`config.mk`:
```
export PLATFORM = sky130hd
export DESIGN_NAME = clocks_multi
export DESIGN_NICKNAME = d
export VERILOG_FILES = /design/src/rtl/clocks_pkg.sv /design/src/rtl/clk_slot_counter.sv /design/src/rtl/clocks_multi.sv
export SDC_FILE = /design/constraint.sdc
export NUM_CORES = 1
export LEC_CHECK = 0
export ABC_AREA = 1
export CAP_MARGIN = 20
export CORE_AREA = 2 2 68 70
export DETAILED_ROUTE_END_ITERATION = 16
export DIE_AREA = 0 0 70 72
export PLACE_DENSITY = 0.79
export SYNTH_ARGS = -nofsm -noshare
export SYNTH_HDL_FRONTEND = slang
export SYNTH_SLANG_ARGS = --single-unit
```
`constraint.sdc`:
```
create_clock -name eclk -period 1.8 [get_ports eclk]
set_input_delay 0.36 -clock eclk [delete_from_list [all_inputs] [get_ports eclk]]
set_output_delay 0.36 -clock eclk [all_outputs]
set_load 0.01 [all_outputs]
```
`src/rtl/clocks_pkg.sv`:
```
// ---------------------------------------------------------------------------
// clocks_pkg
// Shared definitions for the multi-phase CPU clock generator.
//   clk_state_e  : controller states (HALT is only reachable when the design
//                  is built with CLOCKS_STEP_EN defined)
//   MAX_NPHASE   : largest supported number of phase outputs
//   MIN_DIV      : smallest supported eclk count per phase slot
//   cnt_width()  : counter width helper, never narrower than one bit
//   params_legal(): elaboration-time parameter check used by the top
// ---------------------------------------------------------------------------
package clocks_pkg;

  typedef enum logic [1:0] {
    RESET_HOLD = 2'd0,
    RUN        = 2'd1,
    HALT       = 2'd2
  } clk_state_e;

  localparam int MAX_NPHASE = 8;
  localparam int MIN_DIV    = 2;

  // Bits needed to count 0..n-1, with a floor of one bit.
  function automatic int cnt_width(input int n);
    return (n > 1) ? $clog2(n) : 1;
  endfunction

  function automatic bit params_legal(input int nphase, input int div,
                                      input int gap, input int reset_cycles);
    return (nphase >= 1) && (nphase <= MAX_NPHASE) &&
           (div >= MIN_DIV) &&
           (gap >= 0) && (gap <= div - 1) &&
           (reset_cycles >= 1);
  endfunction

endpackage

```
`src/rtl/clk_slot_counter.sv`:
```
// ---------------------------------------------------------------------------
// clk_slot_counter
// Position within the CPU cycle as (slot, eclk-within-slot). Advances one
// eclk per clock and wraps after slot NPHASE-1.
//   clk       : eclk
//   rst_n     : synchronous active-low reset, clears both counters
//   hold      : keep the current position
//   clear     : force position to (0,0); wins over hold
//   slot_d    : next slot value (what the flops load on this edge)
//   sub_d     : next eclk-within-slot value
//   last_d    : next position is the last eclk of the CPU cycle
//   cycle_end : current position is the last eclk of the CPU cycle
// ---------------------------------------------------------------------------
module clk_slot_counter
  import clocks_pkg::*;
#(
  parameter int NPHASE = 2,
  parameter int DIV    = 4,
  localparam int SLOT_W = cnt_width(NPHASE),
  localparam int SUB_W  = cnt_width(DIV)
) (
  input  logic              clk,
  input  logic              rst_n,
  input  logic              hold,
  input  logic              clear,
  output logic [SLOT_W-1:0] slot_d,
  output logic [SUB_W-1:0]  sub_d,
  output logic              last_d,
  output logic              cycle_end
);

  localparam logic [SLOT_W-1:0] LAST_SLOT = SLOT_W'(NPHASE - 1);
  localparam logic [SUB_W-1:0]  LAST_SUB  = SUB_W'(DIV - 1);

  logic [SLOT_W-1:0] slot_q;
  logic [SUB_W-1:0]  sub_q;

  always_comb begin
    slot_d = slot_q;
    sub_d  = sub_q;
    if (clear) begin
      slot_d = '0;
      sub_d  = '0;
    end else if (!hold) begin
      if (sub_q == LAST_SUB) begin
        sub_d  = '0;
        slot_d = (slot_q == LAST_SLOT) ? '0 : slot_q + 1'b1;
      end else begin
        sub_d = sub_q + 1'b1;
      end
    end
  end

  always_ff @(posedge clk) begin
    if (!rst_n) begin
      slot_q <= '0;
      sub_q  <= '0;
    end else begin
      slot_q <= slot_d;
      sub_q  <= sub_d;
    end
  end

  assign cycle_end = (slot_q == LAST_SLOT) && (sub_q == LAST_SUB);
  assign last_d    = (slot_d == LAST_SLOT) && (sub_d == LAST_SUB);

endmodule

```
`src/rtl/clocks_multi.sv`:
```
// ---------------------------------------------------------------------------
// clocks_multi
// Non-overlapping multi-phase CPU clock generator with reset sequencing.
// A CPU cycle is NPHASE slots of DIV eclk; phi[k] is high for the first
// DIV-GAP eclk of slot k. _reset is held low for RESET_CYCLES CPU cycles
// after _ereset is released.
//   eclk      : sole clock
//   _ereset   : synchronous active-low reset
//   phi       : registered phase clocks, phi[0] is the CPU clock
//   _reset    : registered active-low CPU reset
//   cycle_cnt : completed CPU cycles since reset (wraps)
// Build option CLOCKS_STEP_EN adds run/step/halted and the HALT state:
//   run       : free-run enable, sampled at cycle end or while halted
//   step      : single-cycle request, sampled while halted
//   halted    : high in every eclk the controller is in HALT
// ---------------------------------------------------------------------------
module clocks_multi
  import clocks_pkg::*;
#(
  parameter int NPHASE       = 2,
  parameter int DIV          = 4,
  parameter int GAP          = 1,
  parameter int RESET_CYCLES = 3
) (
  input  logic              eclk,
  input  logic              _ereset,
  output logic [NPHASE-1:0] phi,
  output logic              _reset,
  output logic [31:0]       cycle_cnt
`ifdef CLOCKS_STEP_EN
  ,
  output logic              halted,
  input  logic              run,
  input  logic              step
`endif
);

  localparam int SLOT_W = cnt_width(NPHASE);
  localparam int SUB_W  = cnt_width(DIV);
  localparam int HC_W   = cnt_width(RESET_CYCLES);

  if (!params_legal(NPHASE, DIV, GAP, RESET_CYCLES)) begin : g_illegal_params
    $error("clocks_multi: illegal NPHASE/DIV/GAP/RESET_CYCLES combination");
  end

  clk_state_e        state_q, state_d;
  logic              active_q, active_d;       // a CPU cycle is in progress
  logic              rst_out_q, rst_out_d;
  logic [HC_W-1:0]   hold_cnt_q, hold_cnt_d;   // RESET_HOLD cycles finished
  logic [31:0]       cycle_cnt_q, cycle_cnt_d;
  logic [NPHASE-1:0] phi_q, phi_d;
`ifdef CLOCKS_STEP_EN
  logic              halted_q, halted_d;
`endif

  logic              ctr_hold, ctr_clear;
  logic [SLOT_W-1:0] slot_nx;
  logic [SUB_W-1:0]  sub_nx;
  logic              last_nx;
  logic              cycle_end;

  // While idle the counter sits at (0,0); on the edge that starts a cycle
  // it must stay there so that edge is the first eclk of slot 0. Leaving
  // the active state parks it back at (0,0).
  assign ctr_hold  = !active_q;
  assign ctr_clear = !active_d;

  clk_slot_counter #(
    .NPHASE (NPHASE),
    .DIV    (DIV)
  ) u_slot_counter (
    .clk       (eclk),
    .rst_n     (_ereset),
    .hold      (ctr_hold),
    .clear     (ctr_clear),
    .slot_d    (slot_nx),
    .sub_d     (sub_nx),
    .last_d    (last_nx),
    .cycle_end (cycle_end)
  );

  always_comb begin
    state_d    = state_q;
    active_d   = active_q;
    rst_out_d  = rst_out_q;
    hold_cnt_d = hold_cnt_q;
    case (state_q)
      RESET_HOLD: begin
        active_d = 1'b1;
        if (cycle_end) begin
          // The edge after the last eclk of cycle RESET_CYCLES-1 starts
          // cycle RESET_CYCLES, which is the first cycle with _reset high.
          if (hold_cnt_q == HC_W'(RESET_CYCLES - 1)) begin
            state_d   = RUN;
            rst_out_d = 1'b1;
          end else begin
            hold_cnt_d = hold_cnt_q + 1'b1;
          end
        end
      end
      RUN: begin
        active_d = 1'b1;
`ifdef CLOCKS_STEP_EN
        // A step-started cycle also runs in RUN; it returns to HALT here
        // because run is low, regardless of step.
        if (cycle_end && !run) begin
          state_d  = HALT;
          active_d = 1'b0;
        end
`endif
      end
`ifdef CLOCKS_STEP_EN
      HALT: begin
        if (run || step) begin
          state_d  = RUN;
          active_d = 1'b1;
        end
      end
`endif
      default: begin
        state_d  = RESET_HOLD;
        active_d = 1'b0;
      end
    endcase
`ifdef CLOCKS_STEP_EN
    halted_d = (state_d == HALT);
`endif
  end

  // Count the cycle on the edge that enters its last eclk.
  always_comb begin
    cycle_cnt_d = cycle_cnt_q;
    if (active_d && last_nx) begin
      cycle_cnt_d = cycle_cnt_q + 32'd1;
    end
  end

  // Phase decode from the counter's next position so phi is a flop that
  // changes on the same edge the slot starts.
  for (genvar gi = 0; gi < NPHASE; gi++) begin : g_phi
    assign phi_d[gi] = active_d && (slot_nx == SLOT_W'(gi)) &&
                       (int'(sub_nx) < (DIV - GAP));
  end

  always_ff @(posedge eclk) begin
    if (!_ereset) begin
      state_q     <= RESET_HOLD;
      active_q    <= 1'b0;
      rst_out_q   <= 1'b0;
      hold_cnt_q  <= '0;
      cycle_cnt_q <= '0;
      phi_q       <= '0;
`ifdef CLOCKS_STEP_EN
      halted_q    <= 1'b0;
`endif
    end else begin
      state_q     <= state_d;
      active_q    <= active_d;
      rst_out_q   <= rst_out_d;
      hold_cnt_q  <= hold_cnt_d;
      cycle_cnt_q <= cycle_cnt_d;
      phi_q       <= phi_d;
`ifdef CLOCKS_STEP_EN
      halted_q    <= halted_d;
`endif
    end
  end

  assign phi       = phi_q;
  assign _reset    = rst_out_q;
  assign cycle_cnt = cycle_cnt_q;
`ifdef CLOCKS_STEP_EN
  assign halted    = halted_q;
`endif

endmodule

```
==> qor.csv <==
stage,metric,value,unit
timing,timing.final.ws_setup,-0.0150,ns
floorplan,core,4260,um^2
floorplan,ios,37,
placement,port-buffer-count,36,
synth,synthCells,318,
floorplan,dieArea,5040,um^2
synth,synthFlopType,dfxtp_1,
global_routing,grt.overflow.total,0,
power_and_ir_drop,pwr-share-clk,0.386,
power_and_ir_drop,p_int,1.27,mW
clock_network,cts-buffers-inserted,5,
timing,finalHoldViolCount,0,
timing,setup_viol,2,
timing,tns,-0.0236,ns
worst_setup_path,crit_top_cell,ha_4,
synth,ys_warn_count,0,
clock_network,clkLatencyLatePin,0.30,ns
worst_setup_path,cp.arrival,2.00,ns
power_and_ir_drop,switchingPower,0.394,mW
worst_setup_path,cp-end-kind,register,
global_routing,gr-usage-all-layers,0.199,
route,ant_nets,0,
floorplan,rows,24,
floorplan,die_h,72,um
placement,place_congestion,0.920,
power_and_ir_drop,seqPwrFrac,0.564,
clock_network,cts_tree,built,
worst_setup_path,path_max_fanout,4,
layout,instances_no_fill,418,
synth,yosysMostFrequentCell,nand2_1,
run,cap_violations,0,
layout,final_layout_size_suffix_gt1_frac,0.150,
timing,min_period,1.81,ns
power_and_ir_drop,pwr-share-comb,0.049,
clock_network,cts_buffer_depth,2,
worst_setup_path,crit_buf_inv,3,
timing,slew_headroom,0.715,
worst_setup_path,worstPathCellList,ha_4 > ha_4 > inv_2 > o21ai_4 > nand3_4 > buf_6 > buf_4 > nor2_2 > xnor2_1 > nor2_1,
synth,ys_ff_latch,42,
global_routing,grt_antenna_before_repair,0,
clock_network,hold_buffers,0,
layout,syn2layout_area_growth,31.7,%
timing,grt_setup_unrepaired,yes,
route,route.detailed.drc,0,
route,routed_wl,5060,um
layout,final_util,0.661,
power_and_ir_drop,switching_share,0.236,
route,avgViaCountPerCell,5.08,
placement,dp_hpwl,3450,um
worst_setup_path,crit_family,adder cells,
worst_setup_path,crit_path_max_incr_delay,0.34,ns
synth,ys_async_sr_fraction,0,
floorplan,fp.dieW,70,um
power_and_ir_drop,ir_worst_vdd,0.390,mV
timing,finClkSkew,0.00799,ns
synth,synth_top_area_share,0.393,
power_and_ir_drop,power,1.67,mW
timing,fin_crit_sh,1.01,
min_path,hold_path_class,register to register,
layout,multi_input_area,1230,um^2
run_status,violations,setup timing,
synth,ys_types,26,
route,wl_per_cell,12.1,um
timing,fmax,551,MHz
worst_setup_path,cp.required,1.99,ns
layout,seqCellArea,843,um^2
floorplan,initial_core_util,0.502,
run_status,outcome,"finished, violations left",
placement,place_ws,-0.0436,ns
synth,seq_area_frac_synth,0.393,
synth,synthesis.area,2140,um^2
clock_network,ctsHtreeMaxLevel,2,
power_and_ir_drop,powerDensity,592,nW/um^2
route,vias,2125,
timing,slew_violations,0,
synth,synth_edf_count,0,
power_and_ir_drop,leakage,1.01,nW
synth,avgSynthCellArea,6.73,um^2
synth,synth_common_cells,"nand2_1 (85), nor2_1 (64), dfxtp_1 (42)",
route,drt_first_pass_iters,4,
layout,fin_nets,371,
global_routing,grt_pass1_vias,1913,
clock_network,clock_sinks,42,
worst_setup_path,slowest_stage,dfxtp_2,
global_routing,grt_pass1_wl,8090,um
worst_setup_path,worstSetupPathType,register to register,
placement,dpl.cell_count,404,
synth,syn-num-nets,324,
clock_network,cts-root-buf,clkbuf_8,
synth,synth.area.top_cells,"dfxtp_1 (39%), nand2_1 (15%), nor2_1 (11%)",
layout,antenna_cells,0,
timing,worstMarginPinSlew,0.427,ns
global_routing,grt_max_degree,17,
clock_network,clk_pin_slew,0.09,ns
synth,yosysTopAreaCell,dfxtp_1,
worst_setup_path,worst_setup_path_start_kind,register,
route,drt_iter0_markers,126,
layout,fillCellCount,380,
[worst register-to-register path, delay by kind of cell, from the launching register on]
family | cells | cell delay, ns
and+or+nand+nor | 3 | 0.25
xor gates and xnor gates | 1 | 0.12
AOI/OAI and AO/OA | 1 | 0.24
adders and majority gates | 2 | 0.43
buffers and inverters | 3 | 0.33
DFF | 1 | 0.34
[cell usage in the layout (no fill, tap or decap), types with 2 or more instances in the layout]
master           Yosys  routed
o21ai_2              0       2
inv_2                2       2
nand4_1              5       5
xnor2_1              2       2
clkbuf_8             0       6
a21oi_1             18      18
buf_6                2       2
nor2_4               2       9
inv_1               33      32
nand3_1             19      16
nor2_1              64      59
nand2_2              2       4
nand3_2              3       6
dfxtp_1             42      40
o21ai_0              7       5
nor3_1               7       7
ha_4                 0       2
nor2_2               8       7
clkdlybuf4s50_1      0      36
o21ai_1              3       3
dfxtp_2              0       2
nand2_1             85      83
ha_1                 4       2
buf_4                0       5
[path summary, 6_finish.rpt]
path / to / startpoint / slack, ns / cells after the start
worst min register to register: _reset / _reset / 0.46 / 2
worst max-delay path: cycle_cnt[14] / u_slot_counter.sub_q[0] / -0.01 / 10
worst max register to register: cycle_cnt[14] / u_slot_counter.sub_q[0] / -0.01 / 10
worst min-delay path: _reset / _reset / 0.46 / 2
[through the flow]
step | hold WS, ns | area [um^2]
finish | 0.457 | 2820
global route | 0.500 | 2820
detailed placement | 0.447 | 2550
floorplan | 0.388 | 2140
global placement | 0.436 | 2550
CTS | 0.458 | 2650
[sequential cells by signal, indices dropped and copies added (netlist names)]
name,cells
u_slot_counter.slot_q,1
u_slot_counter.sub_q,2
hold_cnt_q,2
state_q,1
phi,2
cycle_cnt,32
active_q,1
_reset,1
[area by class of cell]
type,instances,area share
multi-input combinational,236,0.435
sequential,42,0.299
timing repair buffer,45,0.162
inverter,35,0.0475
clock buffer,6,0.0293
tap,52,0.0231
clock inverter,2,0.00444
[power by group through the flow]
| stage | Sequential [mW] | Clock [mW] | Combinational, mW |
|---|---|---|---|
| after floorplan | 0.963 | 0 | 0.0506 |
| after global placement | 0.961 | 0 | 0.0707 |
| after detailed placement | 0.961 | 0 | 0.0731 |
| after CTS | 0.939 | 0.660 | 0.0738 |
| after global routing | 0.943 | 0.696 | 0.0893 |
| final | 0.942 | 0.645 | 0.0820 |
[per-layer routing]
layer	vias to the layer above	routed length, um	global-route usage
met1	970	2270	0.239
met4	0	95	0.105
met5	-	0	0
met2	50	2480	0.344
li1	1095	-	-
met3	10	221	0.0319
[timing repair]
item,4_1_cts,5_1_grt
gates resized for setup,1,32
buffers inserted,1,4
gates cloned,0,1
endpoints found under the setup margin,12,29
pin swaps,2,8
endpoints found under the hold margin,0,0
[cells by family after synthesis]
group / after synthesis / synth area share
xor gates and xnor gates: 3 / 0.0123
and+or+nand+nor: 199 / 0.414
adders and majority gates: 4 / 0.0234
DFF: 42 / 0.393
AOI/OAI and AO/OA: 29 / 0.0731
buffers and inverters: 41 / 0.0842
Power figures use the tool's default switching activity.
